<file path="src/rtl/fp_div_pkg.sv">
// Shared constants and types for the sequential single-precision divider.
// Field widths, special encodings, FSM states and datapath widths live here.
package fp_div_pkg;
  localparam int EXP_W   = 8;
  localparam int FRAC_W  = 23;
  localparam int BIAS    = 127;
  localparam int FP_W    = 1 + EXP_W + FRAC_W;
  localparam int EXP_S_W = EXP_W + 2;   // signed exponent with headroom for ea-eb+BIAS
  localparam int MANT_W  = FRAC_W + 1;
  localparam int Q_W     = FRAC_W + 2;
  localparam int REM_W   = FRAC_W + 3;
  localparam int ITERS   = Q_W;
  localparam int CNT_W   = 5;
  localparam int EXP_MAX = (1 << EXP_W) - 1;

  localparam logic [FP_W-1:0] QNAN = 32'h7FC0_0000;
  localparam logic [FP_W-1:0] PINF = 32'h7F80_0000;

  typedef enum logic [1:0] {
    IDLE = 2'd0,
    DIV  = 2'd1,
    NORM = 2'd2,
    DONE = 2'd3
  } state_t;

  typedef struct packed {
    logic              sign;
    logic [EXP_W-1:0]  exp;
    logic [FRAC_W-1:0] frac;
    logic              is_zero;
    logic              is_inf;
    logic              is_nan;
  } fp_class_t;

  typedef struct packed {
    logic div_by_zero;
    logic invalid;
    logic overflow;
    logic underflow;
  } fp_flags_t;
endpackage

</file>
<file path="src/rtl/fp_div_if.sv">
// Operand/result handshake bundle for the divider; master is the requester.
interface fp_div_if;
  import fp_div_pkg::*;
  logic            in_valid;
  logic            in_ready;
  logic [FP_W-1:0] flp_a;
  logic [FP_W-1:0] flp_b;
  logic            out_valid;
  logic            out_ready;
  logic [FP_W-1:0] quot;
  logic            div_by_zero;
  logic            invalid;
  logic            overflow;
  logic            underflow;

  modport master (
    output in_valid, flp_a, flp_b, out_ready,
    input  in_ready, out_valid, quot, div_by_zero, invalid, overflow, underflow
  );
  modport slave (
    input  in_valid, flp_a, flp_b, out_ready,
    output in_ready, out_valid, quot, div_by_zero, invalid, overflow, underflow
  );
endinterface

</file>
<file path="src/rtl/fp_div_classify.sv">
// Combinational unpack of one single-precision operand into fields and class.
// Denormals (exp=0) are reported as zero.
module fp_classify
  import fp_div_pkg::*;
(
  input  logic [FP_W-1:0] x,
  output fp_class_t       c
);
  logic exp_ones, exp_zero, frac_zero;

  always_comb begin
    exp_ones   = &x[FP_W-2:FRAC_W];
    exp_zero   = ~|x[FP_W-2:FRAC_W];
    frac_zero  = ~|x[FRAC_W-1:0];
    c.sign     = x[FP_W-1];
    c.exp      = x[FP_W-2:FRAC_W];
    c.frac     = x[FRAC_W-1:0];
    c.is_zero  = exp_zero;
    c.is_inf   = exp_ones & frac_zero;
    c.is_nan   = exp_ones & ~frac_zero;
  end
endmodule

</file>
<file path="src/rtl/fp_div_seq.sv">
// Iterative single-precision divider: restoring mantissa division, one quotient
// bit per cycle, truncating rounding, valid/ready on both sides.
module fp_div_seq
  import fp_div_pkg::*;
(
  input  logic     clock,
  input  logic     rst_n,
  fp_div_if.slave  bus
);
  state_t                     state, state_nxt;
  logic                       sign_r;
  logic signed [EXP_S_W-1:0]  exp_r;
  logic [REM_W-1:0]           rem_r;
  logic [MANT_W-1:0]          mb_r;
  logic [Q_W-1:0]             q_r;
  logic [CNT_W-1:0]           cnt_r;
  logic [FP_W-1:0]            quot_r;
  fp_flags_t                  flags_r;

  fp_class_t ca, cb;
  fp_classify u_cls_a (.x(bus.flp_a), .c(ca));
  fp_classify u_cls_b (.x(bus.flp_b), .c(cb));

  logic accept;
  assign accept = bus.in_valid && (state == IDLE);

  // Special-operand resolution, used only on the accept edge
  logic            sign_in, spec_hit;
  logic [FP_W-1:0] spec_quot;
  fp_flags_t       spec_flags;

  always_comb begin
    sign_in    = ca.sign ^ cb.sign;
    spec_hit   = ca.is_nan | cb.is_nan | ca.is_inf | cb.is_inf | ca.is_zero | cb.is_zero;
    spec_quot  = '0;
    spec_flags = '0;
    if (ca.is_nan || cb.is_nan || (ca.is_zero && cb.is_zero) || (ca.is_inf && cb.is_inf)) begin
      spec_quot          = QNAN;
      spec_flags.invalid = 1'b1;
    end else if (ca.is_inf) begin
      spec_quot = {sign_in, PINF[FP_W-2:0]};
    end else if (cb.is_inf || ca.is_zero) begin
      spec_quot = {sign_in, {(FP_W-1){1'b0}}};
    end else if (cb.is_zero) begin
      spec_quot              = {sign_in, PINF[FP_W-2:0]};
      spec_flags.div_by_zero = 1'b1;
    end
  end

  // One restoring step
  logic             q_bit;
  logic [REM_W-1:0] rem_sub;

  always_comb begin
    q_bit   = rem_r >= {2'b00, mb_r};
    rem_sub = q_bit ? rem_r - {2'b00, mb_r} : rem_r;
  end

  // Normalisation: quotient of two [1,2) mantissas lies in (0.5,2)
  logic signed [EXP_S_W-1:0] exp_n;
  logic [FRAC_W-1:0]         frac_n;
  logic [FP_W-1:0]           norm_quot;
  fp_flags_t                 norm_flags;

  always_comb begin
    exp_n      = q_r[Q_W-1] ? exp_r : exp_r - EXP_S_W'(1);
    frac_n     = q_r[Q_W-1] ? q_r[Q_W-2:1] : q_r[Q_W-3:0];
    norm_flags = '0;
    if (exp_n >= EXP_S_W'(EXP_MAX)) begin
      norm_quot           = {sign_r, PINF[FP_W-2:0]};
      norm_flags.overflow = 1'b1;
    end else if (exp_n <= 0) begin
      norm_quot            = {sign_r, {(FP_W-1){1'b0}}};
      norm_flags.underflow = 1'b1;
    end else begin
      norm_quot = {sign_r, exp_n[EXP_W-1:0], frac_n};
    end
  end

  always_ff @(posedge clock or negedge rst_n) begin
    if (!rst_n) state <= IDLE;
    else        state <= state_nxt;
  end

  always_comb begin
    state_nxt = state;
    case (state)
      IDLE:    if (bus.in_valid) state_nxt = spec_hit ? DONE : DIV;
      DIV:     if (cnt_r == '0) state_nxt = NORM;
      NORM:    state_nxt = DONE;
      DONE:    if (bus.out_ready) state_nxt = IDLE;
      default: state_nxt = IDLE;
    endcase
  end

  always_comb begin
    bus.in_ready    = (state == IDLE);
    bus.out_valid   = (state == DONE);
    bus.quot        = quot_r;
    bus.div_by_zero = flags_r.div_by_zero;
    bus.invalid     = flags_r.invalid;
    bus.overflow    = flags_r.overflow;
    bus.underflow   = flags_r.underflow;
  end

  always_ff @(posedge clock or negedge rst_n) begin
    if (!rst_n) begin
      sign_r  <= 1'b0;
      exp_r   <= '0;
      rem_r   <= '0;
      mb_r    <= '0;
      q_r     <= '0;
      cnt_r   <= '0;
      quot_r  <= '0;
      flags_r <= '0;
    end else begin
      case (state)
        IDLE: if (accept) begin
          sign_r <= sign_in;
          if (spec_hit) begin
            quot_r  <= spec_quot;
            flags_r <= spec_flags;
          end else begin
            rem_r <= {2'b00, 1'b1, ca.frac};
            mb_r  <= {1'b1, cb.frac};
            q_r   <= '0;
            cnt_r <= CNT_W'(ITERS - 1);
            exp_r <= EXP_S_W'({2'b00, ca.exp}) - EXP_S_W'({2'b00, cb.exp}) + EXP_S_W'(BIAS);
          end
        end
        DIV: begin
          rem_r <= {rem_sub[REM_W-2:0], 1'b0};
          q_r   <= {q_r[Q_W-2:0], q_bit};
          cnt_r <= cnt_r - 1'b1;
        end
        NORM: begin
          quot_r  <= norm_quot;
          flags_r <= norm_flags;
        end
        DONE: if (bus.out_ready) flags_r <= '0;
        default: ;
      endcase
    end
  end
endmodule

</file>
<file path="src/flat_wrapper.sv">
// flat-port wrapper written by rule: the top's interface ports become plain ports
module fp_div_seq_flat import fp_div_pkg::*;
  (clock, rst_n, bus_in_valid, bus_flp_a, bus_flp_b, bus_out_ready, bus_in_ready, bus_out_valid, bus_quot, bus_div_by_zero, bus_invalid, bus_overflow, bus_underflow);
  fp_div_if bus_i ();
  input  logic clock;
  input  logic rst_n;
  input wire logic [$bits(bus_i.in_valid)-1:0] bus_in_valid;
  input wire logic [$bits(bus_i.flp_a)-1:0] bus_flp_a;
  input wire logic [$bits(bus_i.flp_b)-1:0] bus_flp_b;
  input wire logic [$bits(bus_i.out_ready)-1:0] bus_out_ready;
  output wire logic [$bits(bus_i.in_ready)-1:0] bus_in_ready;
  output wire logic [$bits(bus_i.out_valid)-1:0] bus_out_valid;
  output wire logic [$bits(bus_i.quot)-1:0] bus_quot;
  output wire logic [$bits(bus_i.div_by_zero)-1:0] bus_div_by_zero;
  output wire logic [$bits(bus_i.invalid)-1:0] bus_invalid;
  output wire logic [$bits(bus_i.overflow)-1:0] bus_overflow;
  output wire logic [$bits(bus_i.underflow)-1:0] bus_underflow;
  assign bus_i.in_valid = bus_in_valid;
  assign bus_i.flp_a = bus_flp_a;
  assign bus_i.flp_b = bus_flp_b;
  assign bus_i.out_ready = bus_out_ready;
  assign bus_in_ready = bus_i.in_ready;
  assign bus_out_valid = bus_i.out_valid;
  assign bus_quot = bus_i.quot;
  assign bus_div_by_zero = bus_i.div_by_zero;
  assign bus_invalid = bus_i.invalid;
  assign bus_overflow = bus_i.overflow;
  assign bus_underflow = bus_i.underflow;
  fp_div_seq u_core (.clock(clock), .rst_n(rst_n), .bus(bus_i));
endmodule
</file>
<file path="config.mk">
export PLATFORM = sky130hd
export DESIGN_NAME = fp_div_seq_flat
export DESIGN_NICKNAME = d
export VERILOG_FILES = /design/src/rtl/fp_div_pkg.sv /design/src/rtl/fp_div_if.sv /design/src/rtl/fp_div_classify.sv /design/src/rtl/fp_div_seq.sv /design/src/flat_wrapper.sv
export SDC_FILE = /design/constraint.sdc
export NUM_CORES = 1
export LEC_CHECK = 0
export ABC_CLOCK_PERIOD_IN_PS = 8100
export CORE_ASPECT_RATIO = 1.25
export CORE_MARGIN = 3
export CORE_UTILIZATION = 45
export CTS_CLUSTER_SIZE = 28
export DETAILED_ROUTE_END_ITERATION = 12
export HOLD_SLACK_MARGIN = 0.05
export MAX_ROUTING_LAYER = met4
export PLACE_DENSITY = 0.67
export SLEW_MARGIN = 20
export SYNTH_ARGS = -nofsm -noshare
export SYNTH_HDL_FRONTEND = slang
export SYNTH_SLANG_ARGS = --single-unit
</file>
<file path="constraint.sdc">
create_clock -name clock -period 8.1 [get_ports clock]
set_clock_uncertainty 0.05 [all_clocks]
set_input_delay 1.62 -clock clock [delete_from_list [all_inputs] [get_ports clock]]
set_output_delay 1.62 -clock clock [all_outputs]
set_load 0.01 [all_outputs]
</file>
==> results of run 1 <==
[logic make-up after synthesis]
group	after synthesis	synth area share, %
AND/OR/NAND/NOR	337	19.5
buffers and inverters	91	4.61
multiplexers	36	4.46
XOR/XNOR	42	4.64
adder cells (fa/ha/maj)	42	6.69
flip-flops	129	39.9
AO/OA/AOI/OAI	254	20.2
[power groups by stage]
stage	Clock [uW]	Combinational (uW)	Sequential, uW
floorplan	0	1740	957
global placement	0	2220	989
detailed placement	0	2250	995
CTS	758	2260	984
global route	787	2540	1010
finish	744	2270	985
[per-layer routing]
metal  vias to the layer above  share of wire [%]
met1                      3362                 42
met3                        46                3.8
met5                         -                  0
li1                       3488                  -
met4                         0                3.0
met2                       181                 51
[cell type report]
| class | count | area [um^2] |
|---|---|---|
| timing repair buffer | 115 | 1140 |
| inverter | 50 | 188 |
| sequential | 129 | 3230 |
| fill | 1633 | 7650 |
| clock buffer | 18 | 429 |
| clock inverter | 12 | 140 |
| multi-input combinational | 711 | 4510 |
| tap | 224 | 280 |
[flip-flops by register name (all words and copies together), names as in the netlist, 2 cells and up]
signal	count
u_core.exp_r	10
u_core.rem_r	26
u_core.bus.quot	32
u_core.mb_r	24
u_core.q_r	25
u_core.cnt_r	5
u_core.state	2
[worst paths after layout]
check / slack (ps) / endpoint
max: 3740 / u_core.rem_r[22]
min: 400 / u_core.mb_r[23]
max reg2reg: 4330 / u_core.rem_r[22]
min reg2reg: 400 / u_core.mb_r[23]
max in group asynchronous: 5970 / u_core.exp_r[9]
min in group asynchronous: 1030 / u_core.mb_r[9]
[metrics by stage]
stage	util (%)	power [uW]	area [um^2]
2_1_floorplan	-	2700	8080
3_3_place_gp	53.1	3210	9320
3_5_place_dp	53.1	3240	9320
4_1_cts	56.3	4010	9890
5_1_grt	56.5	4340	9920
6_report	56.5	4000	9920
[cells in the final DEF, fill, tap and decap left out, types with 20 or more instances in the layout]
cell             Yosys  routed
a21oi_1             57      56
mux2i_1             36      36
nor2_1              58      57
inv_1               50      50
ha_1                40      39
o21ai_2             21      22
o21ai_0             78      78
a21o_1              20      20
nor4_1              21      21
xnor2_1             26      26
nand3_1             31      31
nand2_1            158     158
clkdlybuf4s50_1      0     104
dfrtp_1            129     129
[worst register-to-register path, delay by kind of cell, from the launching register on]
| family | cells | cell delay, ps |
|---|---|---|
| buffers and inverters | 1 | 300 |
| AO/OA/AOI/OAI | 3 | 1020 |
| adder cells (fa/ha/maj) | 2 | 630 |
| AND/OR/NAND/NOR | 5 | 1310 |
| flip-flops | 1 | 390 |
==> flow_metrics.env, run 1 <==
export IMPL_status="finished clean"
export IMPL_crit_fanout=45
export IMPL_ios=106
export IMPL_worst_path_stages=10
export IMPL_synth_enable_flop_cells=0
export IMPL_fin_hold_ws_ps=396
export IMPL_crit_arrival_ps=4660
export IMPL_pwr_share_clk_pct=18.6
export IMPL_netlist_area_mm2=0.00808
export IMPL_antenna_found_initial=0
export IMPL_drcViolationCount=0
export IMPL_nets=1134
export IMPL_cap_violations=0
export IMPL_grtUsageTotal_pct=22.0
export IMPL_relSlewSlack_pct=45.2
export IMPL_grt_use_met1_pct=25.9
export IMPL_numClockSinks=129
export IMPL_htree_levels=4
export IMPL_ir_drop_mv=0.211
export IMPL_cp_slowest_cell="or4_1"
export IMPL_grt_pass1_wl_mm=34.3
export IMPL_ys_seq_area_share_pct=39.9
export IMPL_synth_seq_cells=129
export IMPL_powerDensity_mw_per_mm2=403
export IMPL_area_growth_pct=22.7
export IMPL_post_place_ws_ps=3390
export IMPL_port_buffers=105
export IMPL_fin_crit_sh_pct=53.8
export IMPL_busiest_layer="met2"
export IMPL_yosysMostFrequentCell="nand2_1"
export IMPL_die_x_um=126
export IMPL_final_antenna_net_count=0
export IMPL_critPathMaxStageDelay_ps=570
export IMPL_dp_hpwl_mm=15.0
export IMPL_async_reset_ff_share_pct=100
export IMPL_yosys_top_cells_count="158 x nand2_1, 129 x dfrtp_1, 78 x o21ai_0"
export IMPL_drv_slew=0
export IMPL_intPower_uw=2220
export IMPL_yosysWarnings=0
export IMPL_die_y_um=156
export IMPL_r2r_cells=11
export IMPL_cts_tree="yes"
export IMPL_synth_top_flop_cell="dfrtp_1"
export IMPL_synthTopCellsByArea="dfrtp_1 40%, nand2_1 7.3%, ha_1 6.2%, o21ai_0 4.8%, mux2i_1 4.5%"
export IMPL_core_area_mm2=0.0176
export IMPL_grt_pass1_vias=7015
export IMPL_dp_cells=1228
export IMPL_row_count=54
export IMPL_synth_top_area_share_pct=39.9
export IMPL_ctsResizeCount=0
export IMPL_worstPathRequired_ps=8400
export IMPL_overflow=0
export IMPL_seqPwrFrac_pct=24.6
export IMPL_r2r_start="u_core.mb_r[0]"
export IMPL_vias=7077
export IMPL_setup_slack_ps=3740
export IMPL_min_path_cells=2
export IMPL_root_buffer="clkbuf_16"
export IMPL_via_per_inst=5.62
export IMPL_syn_inst=931
export IMPL_critPathKind="input pin to flip-flop"
export IMPL_leakagePower_uw=0.00438
export IMPL_cts_made_buffers=17
export IMPL_start_kind="input pin"
export IMPL_initial_utilization_pct=46.0
export IMPL_wire_per_inst_um=16.3
export IMPL_wl_mm=20.5
export IMPL_drt_first_iter_violations=277
export IMPL_drive_above_1_share_pct=7.83
export IMPL_p_switching_uw=1770
export IMPL_cts_hold_buf=0
export IMPL_netSwitchingFraction_pct=44.4
export IMPL_postCtsSetupRepairBufs=0
export IMPL_fin_crit_ps=4360
export IMPL_use_met3_pct=3.49
export IMPL_clockBufferDepth=2
export IMPL_dieArea_mm2=0.0196
export IMPL_syn_nets=1041
export IMPL_dr_pass1_iters=4
export IMPL_fin_tns_setup_ps=0
export IMPL_worst_slew_pin_slew_ps=814
export IMPL_place_congestion=0.888
export IMPL_hold_viol=0
export IMPL_rsz0062_at_grt="false"
export IMPL_diodes=0
export IMPL_grt_start_max_net_pins=77
export IMPL_crit_start="bus_flp_a[24]"
export IMPL_met2_usage_pct=38.0
export IMPL_min_path_type="flip-flop to flip-flop"
export IMPL_clock_fmax_mhz=230
export IMPL_ys_types=66
export IMPL_avgSynthCellArea_um2=8.68
export IMPL_hp_start="u_core.mb_r[23]"
export IMPL_final_cells=1259
export IMPL_clk_pin_slew_ps=60
export IMPL_cp_cell_sequence="clkdlybuf4s50_1, nor4_1, nand2_1, and4_1, a22o_1, buf_4, and2_1, nand2b_1, or4_1, nand3b_1"
export IMPL_end_kind="flip-flop"
export IMPL_cp_top_family="simple AND/OR/NAND/NOR gates"
export IMPL_yosys_area_top_type="dfrtp_1"
export IMPL_critical_path_buf_inv_count=2
export IMPL_worstSkewPairLatency_ps=420
export IMPL_setup_violations=0
export IMPL_comb_power_share_pct=56.8
(Power assumes the default switching activity.)
==> run 2: changes to the inputs <==
--- a/config.mk
+++ b/config.mk
@@ -5,7 +5,7 @@
 export SDC_FILE = /design/constraint.sdc
 export NUM_CORES = 1
 export LEC_CHECK = 0
-export ABC_CLOCK_PERIOD_IN_PS = 8100
+export ABC_CLOCK_PERIOD_IN_PS = 4000
 export CORE_ASPECT_RATIO = 1.25
 export CORE_MARGIN = 3
 export CORE_UTILIZATION = 45
@@ -13,7 +13,7 @@
 export DETAILED_ROUTE_END_ITERATION = 12
 export HOLD_SLACK_MARGIN = 0.05
 export MAX_ROUTING_LAYER = met4
-export PLACE_DENSITY = 0.67
+export PLACE_DENSITY = 0.7
 export SLEW_MARGIN = 20
 export SYNTH_ARGS = -nofsm -noshare
 export SYNTH_HDL_FRONTEND = slang
==> constraint.sdc (replaced) <==
create_clock -name clock -period 4 [get_ports clock]
set_clock_uncertainty 0.05 [all_clocks]
set_input_delay 0.8 -clock clock [delete_from_list [all_inputs] [get_ports clock]]
set_output_delay 0.8 -clock clock [all_outputs]
set_load 0.01 [all_outputs]
==> run 2 against run 1 <==
  * Worst hold slack got worse by 39 ps
  * Register-to-register slack got worse by 3600 ps
  * Cell count increased by 0.64%
  * Critical endpoint is now u_core.exp_r[9]
  * Highest routed layer unchanged
==> flow_metrics.env, run 2 (synthesis gave the netlist of run 1 again) <==
export IMPL_status="finished clean"
export IMPL_power_uw=8270
export IMPL_fin_area_mm2=0.0100
export IMPL_drv_slew=0
export IMPL_worstSkewPairLatency_ps=430
export IMPL_row_count=54
export IMPL_worst_slew_pin_slew_ps=777
export IMPL_critPathKind="input pin to flip-flop"
export IMPL_timing_rr_end="u_core.bus.quot[16]"
export IMPL_dp_cells=1235
export IMPL_clock_fmax_mhz=302
export IMPL_grtUsageTotal_pct=21.8
export IMPL_start_kind="input pin"
export IMPL_fin_tns_setup_ps=0
export IMPL_vias=7031
export IMPL_fillerInstances=1588
export IMPL_pwr_share_clk_pct=19.9
export IMPL_clk_pin_slew_ps=60
export IMPL_cts_hold_buf=0
export IMPL_cts_made_buffers=17
export IMPL_drive_above_1_share_pct=8.25
export IMPL_netSwitchingFraction_pct=43.5
export IMPL_area_growth_pct=23.8
export IMPL_via_per_inst=5.55
export IMPL_ios=106
export IMPL_leakagePower_uw=0.00443
export IMPL_ctsResizeCount=0
export IMPL_numClockSinks=129
export IMPL_fin_hold_ws_ps=357
export IMPL_fin_crit_ps=3310
export IMPL_seqPwrFrac_pct=24.1
export IMPL_multi_input_area_mm2=0.00451
export IMPL_overflow=0
export IMPL_root_buffer="clkbuf_16"
export IMPL_crit_arrival_ps=3620
export IMPL_dr_pass1_iters=4
export IMPL_dp_hpwl_mm=15.2
export IMPL_cap_violations=0
export IMPL_postCtsSetupRepairBufs=0
export IMPL_seq_area_mm2=0.00323
export IMPL_ir_drop_mv=0.483
export IMPL_clockBufferDepth=2
export IMPL_wire_per_inst_um=16.0
export IMPL_core_area_mm2=0.0176
export IMPL_r2r_cells=11
export IMPL_intPower_uw=4670
export IMPL_port_buffers=105
export IMPL_diodes=0
export IMPL_place_area_mm2=0.00939
export IMPL_drt_first_iter_violations=428
export IMPL_die_y_um=156
export IMPL_dieArea_mm2=0.0196
export IMPL_htree_levels=4
export IMPL_end_kind="flip-flop"
export IMPL_place_congestion=0.873
export IMPL_r2r_start="u_core.exp_r[0]"
export IMPL_layout_common_cells="158 x nand2_1, 129 x dfrtp_1, 104 x clkdlybuf4s50_1, 78 x o21ai_0, 57 x nor2_1"
export IMPL_relSlewSlack_pct=47.7
export IMPL_cts_tree="yes"
export IMPL_wl_mm=20.3
export IMPL_crit_fanout=4
export IMPL_reg2reg_setup_slack_ps=710
export IMPL_powerDensity_mw_per_mm2=826
export IMPL_nets=1140
export IMPL_p_switching_uw=3600
export IMPL_die_x_um=126
export IMPL_setup_violations=0
export IMPL_drcViolationCount=0
export IMPL_grt_pass1_vias=6960
export IMPL_largest_reg_flops=32
export IMPL_initial_utilization_pct=46.0
export IMPL_rsz0062_at_grt="false"
export IMPL_hold_viol=0
export IMPL_final_common_cell="nand2_1"
export IMPL_final_cells=1267
export IMPL_min_path_type="input pin to async pin"
export IMPL_grt_pass1_wl_mm=34.0
export IMPL_comb_power_share_pct=55.9
export IMPL_fin_crit_sh_pct=82.8
export IMPL_worstPathRequired_ps=4310
export IMPL_final_antenna_net_count=0
export IMPL_grt_start_max_net_pins=54
export IMPL_antenna_found_initial=0
-- run 2: cell types whose count changed in the layout (fill, tap and decap cells not counted) --
cell / delta
clkbuf_1: +3
inv_6: +3
clkinvlp_4: -1
buf_12: +1
buf_4: +6
clkinv_2: -1
bufinv_16: +2
buf_16: -1
clkinv_4: -4
-- run 2: critical path, stage by stage --
cell and delay [ps]:
clkdlybuf4s50_1 520, ha_1 180, inv_1 50, fa_1 440, a211oi_1 250, nor2_1 90
o21a_1 180, nor2_1 110, xnor2_1 110, or4b_1 530, a211oi_1 250, a21o_1 110
-- run 2: power groups by stage --
stage	clock network, uW	registers (uW)	logic [uW]
global placement	0	2000	4520
global route	1740	2050	5180
finish	1650	1990	4620
detailed placement	0	2010	4580
CTS	1670	1990	4620
floorplan	0	1940	3530
-- run 2: per-layer routing --
layer  track usage, %  share of wire (%)  up-vias
li1                 -                  -     3502
met1             25.8                 43     3354
met2             37.9                 51      139
met3             3.49                3.4       36
met4             7.92                2.6        0
met5                -                  0        -
-- run 2: how the worst max path moves through the flow --
stage	start	endpoint	slack [ps]	cells after the start
6_report	bus_flp_b[23]	u_core.exp_r[9]	690	12
5_1_grt	bus_flp_b[23]	u_core.exp_r[8]	490	12
4_1_cts	u_core.exp_r[0]	u_core.bus.quot[16]	680	11
3_5_place_dp	bus_flp_b[23]	u_core.exp_r[9]	260	12
3_3_place_gp	bus_flp_b[23]	u_core.exp_r[9]	270	12
2_1_floorplan	bus_flp_a[23]	u_core.exp_r[9]	910	12
-- run 2: per-stage QoR --
stage               worst slack [ps]  util, %
floorplan                        910        -
global placement                 265     53.4
detailed placement               263     53.4
CTS                              677     57.0
global route                     487     57.0
finish                           686     57.0
-- run 2: cell type report --
cell class                 instances  share of cell area [%]
clock buffer                      21                    4.40
clock inverter                    11                    1.79
inverter                          50                    1.88
multi-input combinational        711                    45.1
sequential                       129                    32.3
tap                              224                    2.80
timing repair buffer             121                    11.8
==> patch (config.mk and constraints of run 1) <==
Make the reset (`rst_n`) synchronous in 2 clocked blocks.
--- a/src/rtl/fp_div_seq.sv
+++ b/src/rtl/fp_div_seq.sv
@@ -77,7 +77,7 @@
     end
   end
 
-  always_ff @(posedge clock or negedge rst_n) begin
+  always_ff @(posedge clock) begin
     if (!rst_n) state <= IDLE;
     else        state <= state_nxt;
   end
@@ -103,7 +103,7 @@
     bus.underflow   = flags_r.underflow;
   end
 
-  always_ff @(posedge clock or negedge rst_n) begin
+  always_ff @(posedge clock) begin
     if (!rst_n) begin
       sign_r  <= 1'b0;
       exp_r   <= '0;
Check against the original RTL: differs if rst_n is asserted again (counterexample within 4 cycles, from zero or initial values and one cycle with rst_n low); with rst_n held inactive, the same outputs for 4 cycles.
==> patch against run 1 <==
- power fell by 6.7%
- critical endpoint is now u_core.rem_r[25]$_SDFFE_PN0P_
- synthesized area shrank 3.3%
- cell count up 5.5%
- worst setup slack worse by 0.47 ns
- sequential cell count unchanged
- design area fell by 3.2%
- die area decreased by 3.2%
- routed wire length increased by 2.3%
- critical path type unchanged
==> patch: results (changes against run 1) <==
| Metric | Value |
|---|---|
| Asr flop ratio synth | `0% (-100 points)` |
| Total GRT Usage | `23.1% (+1.1 points)` |
| Met1 wire length | `8930 um (+3.5%)` |
| Slew HR | `29.4% (-16 points)` |
| Leak pwr | `3.52 nW (-20%)` |
| Hold path startpoint | `u_core.bus.quot[30]$_SDFFE_PN0P_` |
| Critical path's largest stage delay | `0.87 ns (+0.30 ns)` |
| Data arrival, critical path | `5.15 ns (+0.49 ns)` |
| Via-per-instance ratio | `5.56 (-1.1%)` |
| Clock-pin slew on the worst setup and hold paths | `0.06 ns (about the same)` |
| Largest cells by area after synthesis | `dfxtp_1 (33%), nand2_1 (7.5%), a21oi_1 (6.9%)` |
| Filler cells | `1646 (+0.80%)` |
| Largest net degree at the start of global routing | `73 (-5.2%)` |
| Met3 wire len | `942 um (+20%)` |
| Gp weighted congestion | `0.900 (+1.4%)` |
| Pre-antenna DRT Iters | `8 (+4)` |
| Worst slack, placed | `2.89 ns (-0.500 ns)` |
| Met2 Track Usage GR | `37.9% (-0.12 points)` |
| Slowest-stage cell, CP | `nor2_1` |
| Signal buffers | `115 (unchanged)` |
| Register area share after synthesis | `33.0% (-6.9 points)` |
| Switching share of power | `45.3% (+0.94 points)` |
| #FFs+latches synth | `129 (unchanged)` |
| WL met2 | `10400 um (-0.31%)` |
| Detailed Place HPWL | `15400 um (+2.5%)` |
| Non-clock buffer share | `11.7% (+0.15 points)` |
| Sequential cell area | `2580 um^2 (-20%)` |
| Worst-path fanout max | `59 (+31%)` |
| Reg-to-reg endpoint | `u_core.rem_r[4]$_SDFFE_PN0P_` |
| First-pass GRT wire length | `34000 um (-0.92%)` |
| Hold Crit Class | `reg -> reg` |
| Share of layout cells above drive strength 1 | `6.50% (-1.3 points)` |
| Crit path to | `u_core.rem_r[25]$_SDFFE_PN0P_` |
| Vias in the first global route | `6884 (-1.9%)` |
| Clk cell area share | `6.45% (+0.71 points)` |
| Count of unique library cells instantiated by Yosys | `63 (-4.5%)` |
| Synth cell count leaders | `nand2_1 (156), dfxtp_1 (129), a21oi_1 (107)` |
| Cells after Synth | `1022 (+9.8%)` |
| Post-Place Cells | `1296 (+5.5%)` |
| Max VDD drop | `0.000255 V (+21%)` |
| Final core utilization | `56.8% (+0.32 points)` |
| CTS Root Cell | `clkbuf_16` |
| Layout clock buffers | `17 (-1)` |
| Worst R2R Path Depth | `13 (+2)` |
| R2R Path Start | `u_core.rem_r[0]$_SDFFE_PN0P_` |
| WL final | `21000 um (+2.3%)` |
| Synthesized cell area | `7820 um^2 (-3.3%)` |
| Worst Hold End | `u_core.bus.quot[30]$_SDFFE_PN0P_` |
| Wire per inst | `15.8 um (-3.0%)` |
| DRT iter0 DRCs | `461 (+66%)` |
| Final Net Count | `1205 (+6.3%)` |
| Post-synth top flop | `dfxtp_1` |
| Multi-input gate count | `777 (+9.3%)` |
| Non-Clock Inverter Count | `55 (+10%)` |
| Clk buf depth | `2 (unchanged)` |
| GR Layer Usage met1 | `27.6% (+1.8 points)` |
| Status | `completed` |
| Footprint of the multi-input gates | `4800 um^2 (+6.4%)` |
[patch: logic make-up (layout without fill, tap and decap cells)]
logic type / after synthesis / in the layout / share of synthesized area [%]
adders and majority gates: 42 / 42 / 6.92
xor gates and xnor gates: 44 / 44 / 5.27
muxes: 30 / 30 / 3.89
AOI/OAI and AO/OA: 277 / 277 / 21.7
DFF: 129 / 129 / 33.0
and+or+nand+nor: 384 / 384 / 23.3
buffers and inverters: 116 / 202 / 5.89
[patch: power by group through the flow]
stage,Clock [mW],Combinational (mW),Sequential (mW)
finish,0.808,2.07,0.851
global route,0.849,2.32,0.863
CTS,0.821,2.06,0.849
detailed placement,0,2.04,0.861
global placement,0,2.03,0.860
floorplan,0,1.61,0.818
[patch: metrics by stage]
step	hold WS (ns)	total power, mW
after floorplan	0.386	2.43
after global placement	0.392	2.89
after detailed placement	0.396	2.91
after CTS	0.405	3.73
after global routing	0.423	4.03
final	0.401	3.73
